===== src/rtl/vga_timing_gen.sv =====
// VGA raster timing generator: pixel-rate enable, h/v scan counters, sync pulses,
// active-video flag and frame / vertical-blank strobes, all registered with zero skew.
module vga_timing_gen #(
  parameter int unsigned CLK_DIV  = 4,
  parameter int unsigned H_ACTIVE = 640,
  parameter int unsigned H_FP     = 16,
  parameter int unsigned H_SYNC   = 96,
  parameter int unsigned H_BP     = 48,
  parameter int unsigned V_ACTIVE = 480,
  parameter int unsigned V_FP     = 10,
  parameter int unsigned V_SYNC   = 2,
  parameter int unsigned V_BP     = 33,
  parameter bit          SYNC_POL = 1'b0
) (
  input  logic       clk,
  input  logic       rst_n,
  output logic       pix_en,
  output logic [9:0] h_cnt,
  output logic [9:0] v_cnt,
  output logic       valid,
  output logic       hsync,
  output logic       vsync,
  output logic       frame_start,
  output logic       vblank_start
);

  localparam int unsigned H_TOTAL = H_ACTIVE + H_FP + H_SYNC + H_BP;
  localparam int unsigned V_TOTAL = V_ACTIVE + V_FP + V_SYNC + V_BP;
  localparam int unsigned DivW    = (CLK_DIV > 1) ? $clog2(CLK_DIV) : 1;

  localparam logic [DivW-1:0] DivLast = DivW'(CLK_DIV - 1);
  localparam logic [9:0]      HLast   = 10'(H_TOTAL - 1);
  localparam logic [9:0]      VLast   = 10'(V_TOTAL - 1);

  // Region bounds are 11 bits wide so an upper bound of exactly 1024 stays representable.
  localparam logic [10:0] HActEnd = 11'(H_ACTIVE);
  localparam logic [10:0] HsStart = 11'(H_ACTIVE + H_FP);
  localparam logic [10:0] HsEnd   = 11'(H_ACTIVE + H_FP + H_SYNC);
  localparam logic [10:0] VActEnd = 11'(V_ACTIVE);
  localparam logic [10:0] VsStart = 11'(V_ACTIVE + V_FP);
  localparam logic [10:0] VsEnd   = 11'(V_ACTIVE + V_FP + V_SYNC);

  if (H_TOTAL > 1024 || V_TOTAL > 1024) begin : g_bad_totals
    $error("vga_timing_gen: H_TOTAL and V_TOTAL must not exceed 1024");
  end
  if (CLK_DIV < 1) begin : g_bad_div
    $error("vga_timing_gen: CLK_DIV must be at least 1");
  end

  logic [DivW-1:0] div_q, div_d;
  logic            pix_en_q, pix_en_d;
  logic [9:0]      h_q, h_d;
  logic [9:0]      v_q, v_d;
  logic            valid_q, valid_d;
  logic            hsync_q, hsync_d;
  logic            vsync_q, vsync_d;
  logic            frame_q, frame_d;
  logic            vblank_q, vblank_d;
  logic [10:0]     h_ext, v_ext;

  always_comb begin
    div_d    = (div_q == DivLast) ? '0 : div_q + 1'b1;
    // pix_en is its own flop so the output never glitches on divider transitions.
    pix_en_d = (div_d == DivLast);

    h_d = h_q;
    v_d = v_q;
    if (pix_en_q) begin
      if (h_q == HLast) begin
        h_d = '0;
        v_d = (v_q == VLast) ? '0 : v_q + 1'b1;
      end else begin
        h_d = h_q + 1'b1;
      end
    end

    // Flags are decoded from the next counter values so they line up with h_cnt/v_cnt.
    h_ext    = {1'b0, h_d};
    v_ext    = {1'b0, v_d};
    valid_d  = (h_ext < HActEnd) && (v_ext < VActEnd);
    hsync_d  = ((h_ext >= HsStart) && (h_ext < HsEnd)) ? SYNC_POL : ~SYNC_POL;
    vsync_d  = ((v_ext >= VsStart) && (v_ext < VsEnd)) ? SYNC_POL : ~SYNC_POL;
    frame_d  = pix_en_q && (h_d == '0) && (v_d == '0);
    vblank_d = pix_en_q && (h_d == '0) && (v_ext == VActEnd);
  end

  always_ff @(posedge clk or negedge rst_n) begin
    if (!rst_n) begin
      div_q    <= '0;
      pix_en_q <= (CLK_DIV == 1);
      h_q      <= HLast;
      v_q      <= VLast;
      valid_q  <= 1'b0;
      hsync_q  <= ~SYNC_POL;
      vsync_q  <= ~SYNC_POL;
      frame_q  <= 1'b0;
      vblank_q <= 1'b0;
    end else begin
      div_q    <= div_d;
      pix_en_q <= pix_en_d;
      h_q      <= h_d;
      v_q      <= v_d;
      valid_q  <= valid_d;
      hsync_q  <= hsync_d;
      vsync_q  <= vsync_d;
      frame_q  <= frame_d;
      vblank_q <= vblank_d;
    end
  end

  assign pix_en       = pix_en_q;
  assign h_cnt        = h_q;
  assign v_cnt        = v_q;
  assign valid        = valid_q;
  assign hsync        = hsync_q;
  assign vsync        = vsync_q;
  assign frame_start  = frame_q;
  assign vblank_start = vblank_q;

endmodule


===== config.mk =====
export PLATFORM = sky130hd
export DESIGN_NAME = vga_timing_gen
export DESIGN_NICKNAME = d
export VERILOG_FILES = /design/src/rtl/vga_timing_gen.sv
export SDC_FILE = /design/constraint.sdc
export NUM_CORES = 1
export LEC_CHECK = 0
export ABC_AREA = 1
export CAP_MARGIN = 30
export CORE_UTILIZATION = 55
export CTS_BUF_LIST = sky130_fd_sc_hd__clkbuf_4
export CTS_CLUSTER_SIZE = 28
export DETAILED_ROUTE_END_ITERATION = 7
export PLACE_DENSITY_LB_ADDON = 0.15
export SLEW_MARGIN = 0
export SYNTH_ARGS = -nofsm -noshare
export SYNTH_HDL_FRONTEND = slang
export SYNTH_SLANG_ARGS = --single-unit

===== constraint.sdc =====
create_clock -name clk -period 5.15 [get_ports clk]
set_input_delay 1.03 -clock clk [delete_from_list [all_inputs] [get_ports clk]]
set_output_delay 1.03 -clock clk [all_outputs]
set_load 0.03 [all_outputs]

# Word-level counts from Yosys, hierarchy flattened
# Cells that the tools add are included.
# totals
romBits	0
latch_bits	0
wordCells	39
ram_bits	0
ff_bits	28
in_bits	2
output_inout_bits	26
memories	0
# classes
bitwise_logic	0
add_sub_neg	3
reduce_logical	8
magnitude_cmp	6
muxes	8
n_mul	0
eq_ne	5
div_mod_pow	0
shifts	0
# op_table
operator	n
two-way mux 10 bit	5
adder 10 x 1 -> 10 bit, second input constant	2
equality test 10 bit, second input constant	2
logical NOT 10 bit	2
less-than comparator 10 bit, second input constant	2
less-than comparator 10 x 9 -> 1 bit, second input constant	2
equality test 10 x 9 -> 1 bit, second input constant	1
greater-or-equal comparator 10 bit, second input constant	1
greater-or-equal comparator 10 x 9 -> 1 bit, second input constant	1
logical AND 1 bit	6
equality test 2 bit, second input constant	2
adder 2 x 1 -> 2 bit, second input constant	1
two-way mux 1 bit	2
two-way mux 2 bit	1

# Longest topological paths before layout
# Gate-level depths: netlist of the first run.
# logic_depth
depth_word	7
mapped_depth	14
mapped_depth_nobuf	14

# Worst setup path after synthesis of the first run
# Ideal clock, no wire load.
# synth_timing
kind	flip-flop to flip-flop
startpoint	register h_q[0], in the netlist h_cnt[0]
endpoint	register vblank_q, in the netlist vblank_start
arrival_ns	1.909
stages_incl_launch_ff	13
required_time_ns	5.079
period_less_slack_ns	1.981
setup_slack_ns	3.169
n_path_buf	1
setup_ns	0.071
cell_sequence	dfstp_2 ha_1 nand2_1 nor2_4 nand2_2 nor2_4 buf_6 o21ai_1 o21ai_1 nand2_1 nor2_2 nand3_1 nor2_1
# synth_via
elab_chain_cells	6
elab_cells_between_ends	10
classes_between	1 x add/sub; 2 x eq/ne; 4 x mux; 3 x reduce/logical
# synth_rtl
item	line	rtl
from (decl)	52	logic [9:0] h_q, h_d;
from (signal assigned)	91	h_q <= HLast;
adder 10 x 1 -> 10 bit or equality test 10 bit (tied branches)	73, 69	
two-way mux 10 bit	69	if (h_q == HLast) begin
two-way mux 10 bit	68	if (pix_en_q) begin
logical NOT 10 bit	84	vblank_d = pix_en_q && (h_d == '0) && (v_ext == VActEnd);
logical AND 1 bit	84	
logical AND 1 bit *	84	
net vblank_d	58	logic vblank_q, vblank_d;
to (signal assigned)	107	vblank_q <= vblank_d;
to (decl)	58	
# Mark *: on every way through the listed nets, which the timed path passes. The rest lies on a longest branch.

# Worst setup path after layout of the first run
# layout_timing
startpoint	register pix_en_q, in the netlist pix_en
endpoint	output pix_en
# layout_lines
item	line	rtl
from (decl)	51	logic pix_en_q, pix_en_d;
from (signal assigned)	90	pix_en_q <= (CLK_DIV == 1);
from (signal assigned)	100	pix_en_q <= pix_en_d;
to (decl)	17	output logic pix_en,
# No word-level cell between the ends.

==> results of run 1 <==
power groups by stage:
stage | logic [µW] | registers [µW] | clock network (µW)
global placement | 5.57 | 224 | 0
finish | 5.15 | 220 | 90.6
global route | 6.16 | 221 | 101
CTS | 5.52 | 220 | 94.1
detailed placement | 5.52 | 224 | 0
floorplan | 0.000610 | 224 | 0
area by class of cell:
class | instances | area share [%]
clock buffer | 3 | 1.08
clock inverter | 1 | 0.179
inverter | 48 | 8.67
multi-input combinational | 166 | 40.0
sequential | 28 | 34.2
tap | 44 | 2.63
timing repair buffer | 28 | 13.3
cells by family (layout without fill, tap and decap cells):
family / count (synthesis) / after routing / synth area share, %
fa+ha+maj: 5 / 5 / 3.56
xor+xnor: 3 / 3 / 1.50
compound gates: 16 / 16 / 5.13
buf+inv: 51 / 80 / 11.5
simple gates: 142 / 142 / 37.5
flops: 28 / 28 / 40.8
metal layers:
metal	GRT usage [%]	up-vias	wire, µm	part of all wire [%]
li1	-	816	-	-
met1	29.5	719	1610	47
met2	40.6	29	1640	48
met3	2.20	4	111	3.3
met4	7.48	0	41	1.2
met5	0	-	0	0
worst max path at each step:
stage / startpoint / endpoint / cells past startpoint
floorplan: h_cnt[0] / vblank_start / 12
detailed placement: pix_en / pix_en / 1
finish: pix_en / pix_en / 1
global placement: pix_en / pix_en / 1
CTS: pix_en / pix_en / 1
global route: pix_en / pix_en / 1
synthesized netlist by cell type:
| library cell | n | area (µm²) |
|---|---|---|
| xor2_1 | 2 | 17.5 |
| inv_1 | 45 | 169 |
| a21boi_0 | 1 | 7.51 |
| nand4_1 | 7 | 43.8 |
| dfstp_2 | 12 | 315 |
| nand3_2 | 2 | 20.0 |
| nand2_1 | 63 | 236 |
| clkinv_1 | 1 | 3.75 |
| nor2_2 | 4 | 25.0 |
| xnor2_1 | 1 | 8.76 |
| a21o_1 | 1 | 7.51 |
| inv_2 | 1 | 3.75 |
| nand2_2 | 4 | 25.0 |
| nor2_4 | 2 | 22.5 |
| o21ai_2 | 1 | 8.76 |
| nor3_1 | 3 | 15.0 |
| nand3b_1 | 1 | 7.51 |
| buf_2 | 2 | 10.0 |
| dfrtp_1 | 16 | 400 |
| nand3_1 | 23 | 115 |
| o21ai_0 | 9 | 45.0 |
| o21ai_1 | 3 | 15.0 |
| clkinv_2 | 1 | 5.00 |
| nor2_1 | 31 | 116 |
| nand2_4 | 1 | 11.3 |
| a31oi_1 | 1 | 6.26 |
| ha_1 | 5 | 62.6 |
| buf_6 | 1 | 11.3 |
| nor2_8 | 1 | 20.0 |
stage by stage:
stage | cells | total power (µW) | area [µm²]
after floorplan | 245 | 224 | 1760
after global placement | 314 | 230 | 2070
after detailed placement | 314 | 230 | 2070
after CTS | 318 | 320 | 2090
after global routing | 318 | 328 | 2090
final | 318 | 316 | 2090
==> reports/qor.csv, run 1 <==
metric;value;unit
Die Footprint;3420;µm²
Die X;58.5;µm
DP Worst Slack;2.57;ns
Hold Path Stages;1;
FILL cells;276;
Sw Share;20.9;%
Synth Area per Inst;7.17;µm²
Crit path largest cell delay;0.80;ns
Initial DRC Count;60;
critical path cell sequence;clkdlybuf4s50_1;
reg2reg start;h_cnt[0];
#FFs+latches synth;28;
first-pass GRT wire length;5990;µm
I/O pin total;28;
CTS buffer count;3;
Resize count post-CTS;0;
clock insertion delay at the later pin of the skew report;0.32;ns
Top delay family on crit path;flip-flops;
post-route ant nets;0;
post-synth cell types;29;
Psw;66.2;µW
VDD IR max;0.111;mV
max cap viols;0;
Final nets;282;
Finish-stage setup viols;0;
Post-CTS Setup Bufs;0;
clock root cell;clkbuf_4;
Clk pwr share;28.7;%
CP Capture Type;primary output;
WHS Endpoint;div_q[0];
most common cell after layout, fill and taps aside;nand2_1;
register cell area after layout;716;µm²
worst reg-to-reg path cell count;13;
Rel. slew slack;55.3;%
TritonCTS clock tree;yes;
reg-to-reg critical path endpoint;vblank_start;
# rows;20;
Period minus WS final;2.95;ns
Leak;0.00105;µW
Slowest cell on crit path;dfrtp_1;
Max Fclk;0.339;GHz
final worst path period share;57.2;%
routability cong.;0.901;
Congestion Overflow GR;0;
Pins Over Slew Limit;0;
first drt pass iteration count;5;
CP Max Fanout;22;
Startpoint Class;register;
port buffer count;27;
Syn Std Cell Area;1760;µm²
vias in the first global route;1436;
CTS HTree Levels;1;
setup TNS;0;ns
Total GRT Usage;22.9;%
Worst Hold Launch;div_q[0];
routed wire length;3410;µm
post-layout util;69.1;%
P&R area growth vs syn;19.2;%
Synth Warn #;0;
Seq/Total Area, Yosys;40.8;%
worst slew pin tran;0.670;ns
# diodes;0;
most frequent cells in the layout;nand2_1, inv_1, nor2_1;
syn_nets;252;
area occupied by multi-input gates;837;µm²
Crit Path Category;register to primary output;
CP arrival;1.92;ns
DR DRC count;0;
drt wl/cell;10.7;µm
unrepaired setup endpoints after global routing;false;
initial core utilization;58.0;%
internal power consumption;250;µW
WHS;0.469;ns
R2R Setup Slk;2.97;ns
logic gate share of total power;1.6;%
clock sink count;28;
share of layout cells above drive strength 1;12.0;%
Reg clk slew, reported paths;0.14;ns
antenna violations before repair;0;
CORE AREA;3030;µm²
Hold-fix buffers, CTS;0;
Avg Vias per Cell;4.93;
status;completed;
height of the die;58.5;µm
Hold Crit Class;register to register;
WP buf/inv;1;
CTS Buffer Depth;2;
Fin. Hold Viols;0;
sequential share of power;69.7;%
Final WS setup;2.20;ns
WP data required;4.12;ns
post-route clock skew;0.00120;ns
pin count of the biggest net entering global routing;29;
PwrDens;151;nW/µm²
Mapped Cells;245;
DR vias;1568;
hpwl dp;2640;µm
(Power assumes the default switching activity.)
==> inputs of run 2 (changes only) <==
--- a/config.mk
+++ b/config.mk
@@ -7,7 +7,7 @@
 export LEC_CHECK = 0
 export ABC_AREA = 1
 export CAP_MARGIN = 30
-export CORE_UTILIZATION = 55
+export CORE_UTILIZATION = 50
 export CTS_BUF_LIST = sky130_fd_sc_hd__clkbuf_4
 export CTS_CLUSTER_SIZE = 28
 export DETAILED_ROUTE_END_ITERATION = 7
==> constraint.sdc (replaced) <==
create_clock -name clk -period 2.4 [get_ports clk]
set_input_delay 0.48 -clock clk [delete_from_list [all_inputs] [get_ports clk]]
set_output_delay 0.48 -clock clk [all_outputs]
set_load 0.03 [all_outputs]
==> run 2 against run 1 <==
  * Count of clock-buffer cells in the layout did not move
  * First-iteration DRC count rose by 83%
  * Cell count rose by 0.94%
  * Critical path type is now register to register
  * Worst hold slack improved by 0.0098 ns
  * Utilization fell by 5.3 points
  * Wire length rose by 11%
==> reports/qor.csv, run 2 (same netlist as run 1, synthesis figures left out) <==
metric;value;unit
final worst path period share;89.6;%
TritonCTS clock tree;yes;
PwrDens;377;nW/µm²
post-route ant nets;0;
height of the die;61.3;µm
worst reg-to-reg path cell count;11;
Initial DRC Count;110;
Congestion Overflow GR;0;
CP Capture Type;register;
Total GRT Usage;23.2;%
reg2reg start;h_cnt[0];
Resize count post-CTS;0;
WP data required;2.70;ns
Die X;61.3;µm
most frequent cells in the layout;nand2_1, inv_1, nor2_1;
routed wire length;3800;µm
VDD IR max;0.206;mV
first-pass GRT wire length;6430;µm
CP Max Fanout;11;
Pins Over Slew Limit;0;
status;completed;
Reg clk slew, reported paths;0.17;ns
Period minus WS final;2.15;ns
Rel. slew slack;72.0;%
Hold Crit Class;primary input to async pin;
WHS;0.478;ns
port buffer count;27;
Finish-stage setup viols;0;
antenna violations before repair;0;
max cap viols;0;
CP arrival;2.45;ns
unrepaired setup endpoints after global routing;false;
Avg Vias per Cell;5.00;
CORE AREA;3340;µm²
routability cong.;0.838;
pin count of the biggest net entering global routing;29;
CTS Buffer Depth;2;
DR vias;1604;
FILL cells;309;
clock insertion delay at the later pin of the skew report;0.35;ns
R2R Setup Slk;0.25;ns
post-route clock skew;0.0195;ns
# diodes;0;
clock sink count;28;
I/O pin total;28;
most common cell after layout, fill and taps aside;nand2_1;
CTS HTree Levels;1;
Post-CTS Setup Bufs;0;
Crit Path Category;register to register;
clock root cell;clkbuf_4;
Leak;0.00107;µW
DR DRC count;0;
worst slew pin tran;0.416;ns
hpwl dp;2860;µm
reg-to-reg critical path endpoint;vblank_start;
first drt pass iteration count;4;
Startpoint Class;register;
Fin. Hold Viols;0;
Die Footprint;3750;µm²
# rows;21;
CTS buffer count;3;
vias in the first global route;1463;
Hold-fix buffers, CTS;0;
drt wl/cell;11.8;µm
share of layout cells above drive strength 1;12.7;%
P&R area growth vs syn;21.3;%
initial core utilization;52.6;%
Final nets;283;
Max Fclk;0.465;GHz
setup TNS;0;ns
run 2: layout make-up:
| class | instances | area, µm² | area share (%) |
|---|---|---|---|
| flip-flops and latches | 28 | 716 | 33.6 |
| clock buffers | 3 | 22.5 | 1.06 |
| clock inverters | 1 | 30.0 | 1.41 |
| well taps | 46 | 57.6 | 2.70 |
| repair buffers | 29 | 285 | 13.4 |
| multi-input cells | 166 | 837 | 39.3 |
| inverters | 48 | 181 | 8.52 |
run 2: worst max-delay path by stage:
stage / startpoint / endpoint / slack [ns] / depth (start not counted)
after floorplan: h_cnt[0] / vblank_start / 0.42 / 12
after global placement: h_cnt[0] / vblank_start / 0.30 / 13
after detailed placement: h_cnt[0] / vblank_start / 0.25 / 11
after CTS: h_cnt[0] / vblank_start / 0.24 / 11
after global routing: h_cnt[0] / vblank_start / 0.11 / 11
final: h_cnt[0] / vblank_start / 0.25 / 11
run 2: routing by layer:
layer / vias to the layer above / part of all wire, % / GRT usage [%]
li1: 815 / - / -
met1: 752 / 47 / 30.3
met2: 31 / 49 / 39.4
met3: 6 / 3.2 / 3.36
met4: 0 / 1.1 / 7.47
met5: - / 0 / 0
run 2: through the flow:
| stage | worst slack (ns) | util, % | instances | power [µW] | area (µm²) |
|---|---|---|---|---|---|
| floorplan | 0.419 | - | 245 | 481 | 1760 |
| global placement | 0.301 | 62.2 | 317 | 493 | 2080 |
| detailed placement | 0.254 | 62.2 | 317 | 493 | 2080 |
| CTS | 0.236 | 63.8 | 321 | 808 | 2130 |
| global route | 0.105 | 63.8 | 321 | 831 | 2130 |
| finish | 0.248 | 63.8 | 321 | 802 | 2130 |
run 2: critical path, stage by stage (launching register included):
cell and delay, ns:
dfstp_2 0.59, ha_1 0.21, nand2_1 0.10, nor2_4 0.15
nand2_2 0.10, nor2_4 0.25, nor2_1 0.13, nor2_1 0.17
nand2_1 0.09, nor2_2 0.11, nand3_1 0.08, nor2_1 0.11
run 2: power by group:
| part | internal, µW | leakage [µW] | total [µW] | switching (µW) |
|---|---|---|---|---|
| Combinational | 2.49 | 0.000700 | 11.4 | 8.88 |
| Sequential | 473 | 0.000339 | 473 | 0 |
| Clock | 169 | 0.0000279 | 317 | 148 |
| Total | 645 | 0.00107 | 802 | 157 |
==> inputs of run 3 (changes only) <==
==> constraint.sdc (replaced) <==
create_clock -name clk -period 1.9 [get_ports clk]
set_input_delay 0.38 -clock clk [delete_from_list [all_inputs] [get_ports clk]]
set_output_delay 0.38 -clock clk [all_outputs]
set_load 0.03 [all_outputs]
==> run 3 against run 2 <==
  * The run now ends with negative setup slack left
  * Register-to-register slack got worse by 0.39 ns
  * Critical path depth up 1
  * Sequential power rose by 26%
  * Largest cell class unchanged
==> reports/qor.csv, run 3 (same netlist as run 1, synthesis figures left out) <==
metric;value;unit
DP Worst Slack;-0.129;ns
CP Capture Type;register;
Finish-stage setup viols;7;
Max Fclk;0.490;GHz
DR vias;1832;
Hold Crit Class;primary input to async pin;
Total GRT Usage;24.5;%
I/O pin total;28;
failing checks;negative setup slack;
setup TNS;-0.427;ns
clock insertion delay at the later pin of the skew report;0.34;ns
Initial DRC Count;133;
Leak;0.00139;µW
reg2reg start;h_cnt[1];
clock root cell;clkbuf_4;
first drt pass iteration count;4;
hpwl dp;3030;µm
register cell area after layout;717;µm²
post-route ant nets;0;
WP data required;2.15;ns
Period minus WS final;2.04;ns
PwrDens;401;nW/µm²
vias in the first global route;1639;
pin count of the biggest net entering global routing;29;
CTS Buffer Depth;2;
Final nets;317;
CTS buffer count;3;
Hold-fix buffers, CTS;0;
Congestion Overflow GR;0;
port buffer count;27;
DR DRC count;0;
Finished Layout Cells;355;
Pins Over Slew Limit;0;
drt wl/cell;13.0;µm
final worst path period share;107;%
Reg clk slew, reported paths;0.15;ns
VDD IR max;0.322;mV
# rows;21;
share of layout cells above drive strength 1;30.4;%
unrepaired setup endpoints after global routing;true;
CP Max Fanout;4;
area occupied by multi-input gates;950;µm²
Final WS setup;-0.140;ns
R2R Setup Slk;-0.14;ns
routed wire length;4620;µm
reg-to-reg critical path endpoint;vblank_start;
most frequent cells in the layout;nand2_1, inv_1, buf_4;
CP arrival;2.29;ns
Rel. slew slack;76.7;%
dpl cells;334;
initial core utilization;52.6;%
Die X;61.3;µm
CORE AREA;3340;µm²
max cap viols;0;
# diodes;0;
routability cong.;0.863;
status;finished with violations;
clock sink count;28;
most common cell after layout, fill and taps aside;nand2_1;
antenna violations before repair;0;
Fin. Hold Viols;0;
FILL cells;256;
height of the die;61.3;µm
worst slew pin tran;0.350;ns
Die Footprint;3750;µm²
Startpoint Class;register;
first-pass GRT wire length;6810;µm
post-route clock skew;0.00659;ns
Final Instance Area;2510;µm²
CTS HTree Levels;1;
Crit Path Category;register to register;
TritonCTS clock tree;yes;
P&R area growth vs syn;42.9;%
Area after DPL;2220;µm²
Avg Vias per Cell;5.16;
worst reg-to-reg path cell count;12;
## run 3: cell count changes in the layout (fill, tap and decap cells not counted), moves of 4 or more
cell | previous run | this run
nand2_2 | 4 | 12
nand2_1 | 63 | 52
dlygate4sd2_1 | 0 | 16
dlymetal6s2s_1 | 0 | 4
buf_6 | 0 | 7
buf_4 | 2 | 29
clkdlybuf4s50_1 | 27 | 6
## run 3: layout make-up
cell class	count	area share, %
flip-flops and latches	28	28.6
well taps	46	2.29
clock inverters	1	1.20
repair buffers	62	21.8
clock buffers	3	0.898
inverters	48	7.38
multi-input cells	167	37.9
## run 3: metal layers
metal	global-route usage, %	vias to the layer above	wire length (µm)
met3	2.94	9	248
met5	0	-	0
met4	9.42	0	80
met2	42.5	68	2380
li1	-	887	-
met1	31.1	868	1910
## run 3: through the flow
stage	power, µW	hold slack, ns	util, %
6_report	1010	0.393	75.2
2_1_floorplan	608	0.0844	-
3_5_place_dp	623	0.454	66.6
3_3_place_gp	623	0.446	66.6
5_1_grt	1050	0.443	75.2
4_1_cts	1010	0.407	70.3
## run 3: worst max-delay path, cell delays in order, from the launching register on
cell and delay, ns:
dfstp_2 0.59, ha_4 0.14, nand2_2 0.06, nor2_4 0.18
buf_4 0.13, buf_4 0.09, buf_4 0.09, nand4_1 0.15
o21ai_1 0.16, nand2_1 0.11, buf_4 0.16, nand2_2 0.07
nor2_2 0.04
## run 3: worst max-delay path by stage
stage | slack, ns | end | depth (start not counted) | from
3_5_place_dp | -0.13 | vblank_start | 13 | h_cnt[1]
4_1_cts | -0.07 | vblank_start | 13 | h_cnt[0]
2_1_floorplan | -0.01 | vblank_start | 12 | h_cnt[0]
3_3_place_gp | -0.04 | frame_start | 13 | h_cnt[1]
5_1_grt | -0.23 | vblank_start | 12 | h_cnt[1]
6_report | -0.14 | vblank_start | 12 | h_cnt[1]
## run 3: report_power, final
group          switching [µW]  internal [µW]
clock network             181            214
registers                   0            598
logic                    11.2           3.14
total                     192            814
## run 3: repair_timing
item | 4_1_cts | 5_1_grt
buffers inserted | 8 | 10
resized for setup | 22 | 37
endpoints found under the setup margin | 20 | 13
pin swaps | 13 | 22
gates cloned | 1 | 0
